`src/rtl/scan_drv_pkg.sv`:
```
// Shared types and constants for the scan chain driver and its optional MISR.
package scan_drv_pkg;

    typedef enum logic [1:0] {
        IDLE    = 2'd0,
        LOADED  = 2'd1,
        SHIFT   = 2'd2,
        CAPTURE = 2'd3
    } state_t;

    localparam logic [31:0] MISR_POLY  = 32'h04C11DB7;
    localparam logic        SHIFT_FILL = 1'b0;

    function automatic logic [31:0] misr_step(input logic [31:0] s, input logic d);
        return {s[30:0], s[31]} ^ (s[31] ? MISR_POLY : 32'h0) ^ {31'b0, d};
    endfunction

endpackage

```
`src/rtl/scan_drv_misr.sv`:
```
// 32-bit MISR folding the observed scan-out stream; used only when SCAN_DRV_MISR_EN is defined.
module scan_drv_misr
    import scan_drv_pkg::*;
(
    input  logic        clk,
    input  logic        rst,
    input  logic        clr,
    input  logic        en,
    input  logic        din,
    output logic [31:0] sig
);

    always_ff @(posedge clk) begin
        if (rst || clr) begin
            sig <= '0;
        end else if (en) begin
            sig <= misr_step(sig, din);
        end
    end

endmodule

```
`src/rtl/scan_chain_driver.sv`:
```
// Tester-side scan chain driver: serial load with overlapped unload, one capture pulse per pattern.
// Optional SIG output (MISR over observed responses) is enabled by defining SCAN_DRV_MISR_EN.
module scan_chain_driver
    import scan_drv_pkg::*;
#(
    parameter int CHAIN_LEN = 32,
    parameter int CNT_W     = $clog2(CHAIN_LEN + 1)
) (
    input  logic                 CP,
    input  logic                 CD,
    input  logic [CHAIN_LEN-1:0] PAT_DATA,
    input  logic                 PAT_LAST,
    input  logic                 PAT_VALID,
    output logic                 PAT_READY,
    output logic                 SE,
    output logic                 SI,
    input  logic                 SO,
    output logic [CHAIN_LEN-1:0] RSP_DATA,
    output logic                 RSP_VALID,
    input  logic                 RSP_READY,
    output logic                 BUSY
`ifdef SCAN_DRV_MISR_EN
    ,
    output logic [31:0]          SIG
`endif
);

    localparam logic [CNT_W-1:0] LAST_CNT = CNT_W'(CHAIN_LEN - 1);

    state_t               state;
    logic [CNT_W-1:0]     cnt;
    logic [CHAIN_LEN-1:0] pat_sh;
    logic [CHAIN_LEN-1:0] rsp_sh;
    logic [CHAIN_LEN-1:0] rsp_data;
    logic [CHAIN_LEN-1:0] rsp_word;
    logic                 last_q;
    logic                 unload_only;
    logic                 cap_flag;
    logic                 pat_ready;
    logic                 rsp_valid;
    logic                 se;
    logic                 si;
    logic                 accept;
    logic                 rsp_hold;
    logic                 start_unload;

    assign accept   = PAT_VALID & pat_ready;
    assign rsp_hold = rsp_valid & ~RSP_READY;
    assign rsp_word = {rsp_sh[CHAIN_LEN-2:0], SO};
    // The final unload waits in LOADED while an earlier response is still unclaimed.
    assign start_unload = last_q & ~rsp_hold & ((state == CAPTURE) | (state == LOADED));

    always_ff @(posedge CP) begin
        if (CD) begin
            state       <= IDLE;
            cnt         <= '0;
            last_q      <= 1'b0;
            unload_only <= 1'b0;
            cap_flag    <= 1'b0;
            pat_ready   <= 1'b0;
            rsp_valid   <= 1'b0;
            rsp_data    <= '0;
            se          <= 1'b0;
            si          <= 1'b0;
        end else begin
            rsp_valid <= rsp_hold;
            unique case (state)
                IDLE: begin
                    if (accept) begin
                        state       <= SHIFT;
                        se          <= 1'b1;
                        si          <= PAT_DATA[CHAIN_LEN-1];
                        last_q      <= PAT_LAST;
                        unload_only <= 1'b0;
                        cnt         <= '0;
                        pat_ready   <= 1'b0;
                    end else begin
                        pat_ready <= ~rsp_hold;
                    end
                end
                SHIFT: begin
                    if (cnt != LAST_CNT) begin
                        cnt <= cnt + CNT_W'(1);
                        si  <= pat_sh[CHAIN_LEN-1];
                    end else begin
                        se  <= 1'b0;
                        si  <= 1'b0;
                        cnt <= '0;
                        if (cap_flag) begin
                            rsp_data  <= rsp_word;
                            rsp_valid <= 1'b1;
                        end
                        if (unload_only) begin
                            state     <= IDLE;
                            cap_flag  <= 1'b0;
                            pat_ready <= ~cap_flag & ~rsp_hold;
                        end else begin
                            state <= CAPTURE;
                        end
                    end
                end
                CAPTURE: begin
                    cap_flag <= 1'b1;
                    if (start_unload) begin
                        state       <= SHIFT;
                        unload_only <= 1'b1;
                        se          <= 1'b1;
                        si          <= SHIFT_FILL;
                    end else begin
                        state     <= LOADED;
                        pat_ready <= ~last_q & ~rsp_hold;
                    end
                end
                LOADED: begin
                    if (start_unload) begin
                        state       <= SHIFT;
                        unload_only <= 1'b1;
                        se          <= 1'b1;
                        si          <= SHIFT_FILL;
                        pat_ready   <= 1'b0;
                    end else if (accept) begin
                        state       <= SHIFT;
                        se          <= 1'b1;
                        si          <= PAT_DATA[CHAIN_LEN-1];
                        last_q      <= PAT_LAST;
                        unload_only <= 1'b0;
                        cnt         <= '0;
                        pat_ready   <= 1'b0;
                    end else begin
                        pat_ready <= ~last_q & ~rsp_hold;
                    end
                end
                default: state <= IDLE;
            endcase
        end
    end

    // Pattern and response shifters carry data only and need no reset.
    always_ff @(posedge CP) begin
        if (accept) begin
            pat_sh <= {PAT_DATA[CHAIN_LEN-2:0], SHIFT_FILL};
        end else if (start_unload) begin
            pat_sh <= {CHAIN_LEN{SHIFT_FILL}};
        end else if (state == SHIFT) begin
            pat_sh <= {pat_sh[CHAIN_LEN-2:0], SHIFT_FILL};
        end
        if (state == SHIFT) begin
            rsp_sh <= rsp_word;
        end
    end

`ifdef SCAN_DRV_MISR_EN
    scan_drv_misr u_misr (
        .clk (CP),
        .rst (CD),
        .clr (accept && (state == IDLE)),
        .en  ((state == SHIFT) && cap_flag),
        .din (SO),
        .sig (SIG)
    );
`endif

    assign PAT_READY = pat_ready;
    assign SE        = se;
    assign SI        = si;
    assign RSP_DATA  = rsp_data;
    assign RSP_VALID = rsp_valid;
    assign BUSY      = (state != IDLE);

endmodule

```
`config.mk`:
```
export PLATFORM = sky130hd
export DESIGN_NAME = scan_chain_driver
export DESIGN_NICKNAME = d
export VERILOG_FILES = /design/src/rtl/scan_drv_pkg.sv /design/src/rtl/scan_drv_misr.sv /design/src/rtl/scan_chain_driver.sv
export SDC_FILE = /design/constraint.sdc
export NUM_CORES = 1
export LEC_CHECK = 0
export CORE_ASPECT_RATIO = 0.7
export CORE_UTILIZATION = 56
export CTS_CLUSTER_DIAMETER = 30
export DETAILED_ROUTE_END_ITERATION = 7
export PLACE_DENSITY = 0.83
export SLEW_MARGIN = 20
export SYNTH_ARGS = -nofsm -noshare
export SYNTH_HDL_FRONTEND = slang
export SYNTH_HIERARCHICAL = 1
export SYNTH_SLANG_ARGS = --single-unit
```
`constraint.sdc`:
```
create_clock -name CP -period 4.55 [get_ports CP]
set_input_delay 0.91 -clock CP [delete_from_list [all_inputs] [get_ports CP]]
set_output_delay 0.91 -clock CP [all_outputs]
set_load 0.02 [all_outputs]
```
==> flow_summary.toml, run 1 <==
[clock_network]
cts_buffers = 9
cts_setup_buffers = 0
clk_pin_slew_worst_paths_ns = 0.12
cts_tree = "yes"
h-tree-depth = 3
cts_root_buffer = "clkbuf_8"
cts-resized-gates = 0
ctsLongestPathBuffers = 2
clk_latency_ns = 0.37
cts_num_sinks = 109
hold_buffers = 0

[drt]
wirelength_um = 8520
drc = 0
num_vias = 3030
dr.pass1.iters = 5
antenna_left = 0
routedWlPerCell_um = 15.3
via_per_inst = 5.43
drt_iter0_drc = 326

[synthesis]
ys_seq_area_frac = 0.673
synth_mux_area_frac = 0
synth_cells = 394
synth_compound_area_frac = 0.116
avgSynthCellArea_um2 = 10.6
synth_top_area_frac = 0.447
async_reset_ff_frac = 0
synth_top_area_cell = "edfxtp_1"
yosysWarnings = 6
netlist_area_mm2 = 0.00416
yosys.area_share.simple = 0.171
synth-seq-cells = 109
yosys-top-cells-area = "edfxtp_1, dfxtp_1, nand2_1"
ys_types = 39
synth_nets = 433
synth_top_family_by_area = "simple AND/OR/NAND/NOR gates"
synth_fa_ha_area_frac = 0.00301
synth-xor-area-share = 0.00421
synth_top_flop_cell = "edfxtp_1"
synth_edf_count = 62

[place]
io_buffers = 74
place_congestion = 0.941
place_area_mm2 = 0.00495
hpwl_um = 5700
dpl.cell_count = 542

[sta]
fin_skew_ns = 0.0175
layout_worst_path_cycle_share = 0.588
worst_pin_slew_ns = 1.00
fin_tns_setup_ns = 0
finalHoldViolations = 0
fmax_mhz = 374
finalSetupViolCount = 0
finalCriticalPeriod_ns = 2.68
finalMaxSlewViolations = 0
rsz0062_at_grt = "false"
slew_headroom = 0.330

[floorplan]
die_y_um = 74.1
initial_utilization = 0.597
coreArea_mm2 = 0.00698
rows = 25
pin_count = 75
fp.dieW_um = 105
die_area_mm2 = 0.00779

[grt]
grt_pass1_vias = 2870
grt_overflow = 0
grt_usage = 0.236
grt_max_degree = 40
grt_pass1_wl_um = 14000
antenna_found_initial = 0

[critical_path]
required_ns = 4.57
critical_path_class = "input port to flop"
worstSetupEndpointType = "flop"
worstPathMaxFanout = 33
start_kind = "input port"
arrival_ns = 2.70

[run_status]
status = "finished clean"

[layout]
num-nets-final = 498
layout_commonest_cell = "nand2_1"
drive_gt1_frac = 0.0690
design_area_mm2 = 0.00515
areaGrowthSynthToFinish_pct = 23.7
finalNonFillerCells = 558
diodes = 0
final_util = 0.738
final_cell_mix = "nand2_1, clkdlybuf4s50_1, edfxtp_1"

[power]
pwr_density_cell_mw_per_mm2 = 360
p_total_uw = 1850
leakage_uw = 0.00175
vdd_ir_drop_max_mv = 0.212

[flow_run]
max_cap_violations = 0

[hold_path]
hp-class = "flop to flop"
-- flip-flops by register name (all words and copies together) (netlist names) --
name         flops
cnt              6
pat_sh          31
unload_only      1
PAT_READY        1
RSP_VALID        1
state            2
rsp_sh          31
SI               1
SE               1
RSP_DATA        32
last_q           1
cap_flag         1
-- per-stage QoR --
step	hold WS, ns	worst slack (ns)
detailed placement	0.436	1.51
global placement	0.429	1.57
finish	0.456	1.87
CTS	0.454	1.89
global route	0.458	1.69
floorplan	0.426	1.89
-- where the power goes --
group          leakage, uW  internal, uW  switching, uW
Combinational     0.000698          65.8           90.0
Sequential        0.000953          1110           23.3
Clock            0.0000968           216            349
Total              0.00175          1390            462
-- metal layers --
layer / vias to the layer above / track usage / wire length [um]
li1: 1487 / - / -
met1: 1407 / 0.331 / 3840
met2: 126 / 0.359 / 3980
met3: 10 / 0.0710 / 618
met4: 0 / 0.0751 / 78
met5: - / 0 / 0
-- layout make-up --
class / count / area [um2]
Clock buffer: 9 / 124
Clock inverter: 7 / 75.1
Fill cell: 470 / 1820
Inverter: 4 / 15.0
Multi-Input combinational cell: 256 / 1240
Sequential cell: 109 / 2800
Tap cell: 94 / 118
Timing Repair Buffer: 79 / 778
-- path summary, 6_finish.rpt --
path,from,end,slack [ns],depth (start not counted)
max,PAT_VALID,pat_sh[30],1.87,4
min,rsp_sh[7],rsp_sh[8],0.46,0
max reg2reg,cnt[0],RSP_DATA[4],2.13,5
min reg2reg,rsp_sh[7],rsp_sh[8],0.46,0
-- critical path, stage by stage --
cell	delay, ns
clkdlybuf4s50_1	0.49
nand2_1	0.58
nand3_1	0.29
buf_4	0.40
-- kinds of logic after synthesis --
| logic type | Yosys count |
|---|---|
| compound gates | 87 |
| flops | 109 |
| simple gates | 166 |
| buf+inv | 29 |
| xor+xnor | 2 |
| fa+ha+maj | 1 |
-- cells in the mapped netlist (all sizes together), types with 2 or more instances --
cell	instances
nand2	133
clkbuf	17
nand2b	4
inv	3
nand4	3
o21ai	33
xor2	2
o31ai	2
dfxtp	47
buf	8
nor2	9
a31oi	3
edfxtp	62
nor4b	2
and3	2
a21oi	39
nand3	2
a31o	4
nor3	3
o211ai	2
Power figures use the tool's default switching activity.
==> inputs of run 2 (changes only) <==
- CORE_UTILIZATION: 56 -> 47
- PLACE_DENSITY: 0.83 -> 0.75
- clock period: 4.55 -> 2.2 ns (I/O delays scaled with it)
==> flow_summary.toml, run 2 (same netlist as run 1, synthesis figures left out) <==
[floorplan]
die_y_um = 80.7
rows = 28
pin_count = 75
fp.dieW_um = 114
initial_utilization = 0.489
die_area_mm2 = 0.00924
coreArea_mm2 = 0.00851

[clock_network]
cts_num_sinks = 109
cts_root_buffer = "clkbuf_16"
cts_setup_buffers = 0
clk_pin_slew_worst_paths_ns = 0.08
cts-resized-gates = 0
clk_latency_ns = 0.35
cts_buffers = 9
cts_tree = "yes"
ctsLongestPathBuffers = 2
h-tree-depth = 3
hold_buffers = 0

[drt]
routed.top_layer = "met4"
drc = 0
num_vias = 3064
routedWlPerCell_um = 14.1
drt_iter0_drc = 263
route.met2.wl_um = 3940
wirelength_um = 8330
via_per_inst = 5.18
dr.pass1.iters = 5
wl_met3_um = 380
wl_met1_um = 3940
antenna_left = 0

[sta]
finalSetupViolCount = 0
finalHoldViolations = 0
fmax_mhz = 484
layout_setup_ws_ns = 0.132
fin_tns_setup_ns = 0
fin_skew_ns = 0.00588
finalMaxSlewViolations = 0
rsz0062_at_grt = "false"
timing.hold.ws_ns = 0.455
layout_worst_path_cycle_share = 0.940
worst_pin_slew_ns = 0.396
finalCriticalPeriod_ns = 2.07
slew_headroom = 0.736

[power]
pwr_density_cell_mw_per_mm2 = 816
swShare = 0.234
p_comb_frac = 0.076
leakage_uw = 0.00184
clkPwrFrac = 0.392
power.internal_uw = 3360
share_seq_of_total_power = 0.532
switchingPower_uw = 1030
vdd_ir_drop_max_mv = 0.507

[critical_path]
crit_family = "buffers and inverters"
arrival_ns = 1.63
worstPathMaxFanout = 9
crit_path_end = "BUSY"
critPathBufInv = 1
required_ns = 1.76
path_cells = "or2_2 -> clkdlybuf4s50_1"
ff2ff_path_depth = 6
crit_cells = 2
start_kind = "flop"
r2r-start = "cnt[0]"
timing.critical_path.from = "state[0]"
r2r_end = "RSP_DATA[26]"
critical_path_class = "flop to output port"
worstSetupEndpointType = "output port"
ff2ff_setup_slack_ns = 0.31
slowest_delay_ns = 0.56
cpMaxStageDelayCell = "clkdlybuf4s50_1"

[flow_run]
max_cap_violations = 0

[grt]
grt_pass1_wl_um = 13600
antenna_found_initial = 0
grt_usage = 0.191
grt_overflow = 0
grt_pass1_vias = 2903
grt_max_degree = 33

[layout]
final_cell_mix = "nand2_1, clkdlybuf4s50_1, edfxtp_1"
areaGrowthSynthToFinish_pct = 29.3
finalNonFillerCells = 592
largest_register_ffs = 32
num-nets-final = 506
drive_gt1_frac = 0.0826
fill_cells = 702
multi_input_area_mm2 = 0.00123
diodes = 0
seq_area_mm2 = 0.00280
layout_commonest_cell = "nand2_1"

[hold_path]
hold-path-cell-count = 0
hp-class = "flop to flop"

[place]
dpl.cell_count = 576
place_congestion = 0.816
dpl_worst_slack_ns = 0.249
io_buffers = 74
hpwl_um = 5560

[run_status]
status = "finished clean"
[run 2: cell types whose count changed in the layout (fill, tap and decap cells not counted), sizes merged]
cell      previous run  this run
buf                  5        13
bufinv               0         1
clkinv               3         4
clkinvlp             1         0
inv                  7         6
[run 2: area by class of cell]
class	count	area share
inverter	4	0.00279
multi-input combinational	256	0.229
clock inverter	7	0.0195
sequential	109	0.521
clock buffer	9	0.0418
timing repair buffer	87	0.158
tap	120	0.0279
[run 2: worst register-to-register path: stages, from the launching register on]
cell and delay, ns:
dfxtp_1 0.38, ha_1 0.26, nand4_2 0.20, or4b_1 0.54, buf_4 0.24, nand2_1 0.10
a21oi_1 0.06
[run 2: worst min-delay path by stage]
stage	slack, ns	end	from
2_1_floorplan	0.43	rsp_sh[10]	rsp_sh[9]
3_3_place_gp	0.43	rsp_sh[2]	rsp_sh[1]
3_5_place_dp	0.44	rsp_sh[23]	rsp_sh[22]
4_1_cts	0.45	rsp_sh[4]	rsp_sh[3]
5_1_grt	0.46	rsp_sh[27]	rsp_sh[26]
6_report	0.46	rsp_sh[27]	rsp_sh[26]
[run 2: layer usage]
metal	vias up	GRT usage
met3	8	0.0500
met2	80	0.307
met1	1478	0.260
met5	-	0
met4	0	0.0494
li1	1498	-
[run 2: power groups by stage]
stage / Sequential [uW] / Combinational (uW) / Clock, uW
floorplan: 2380 / 169 / 0
global placement: 2380 / 319 / 0
detailed placement: 2380 / 334 / 0
CTS: 2340 / 335 / 1740
global route: 2350 / 370 / 1830
finish: 2340 / 333 / 1720
[run 2: per-stage QoR]
stage	utilization	total power (uW)	cell area, um2
2_1_floorplan	-	2550	4160
3_3_place_gp	0.593	2700	5050
3_5_place_dp	0.593	2710	5050
4_1_cts	0.632	4420	5380
5_1_grt	0.632	4550	5380
6_report	0.632	4390	5380
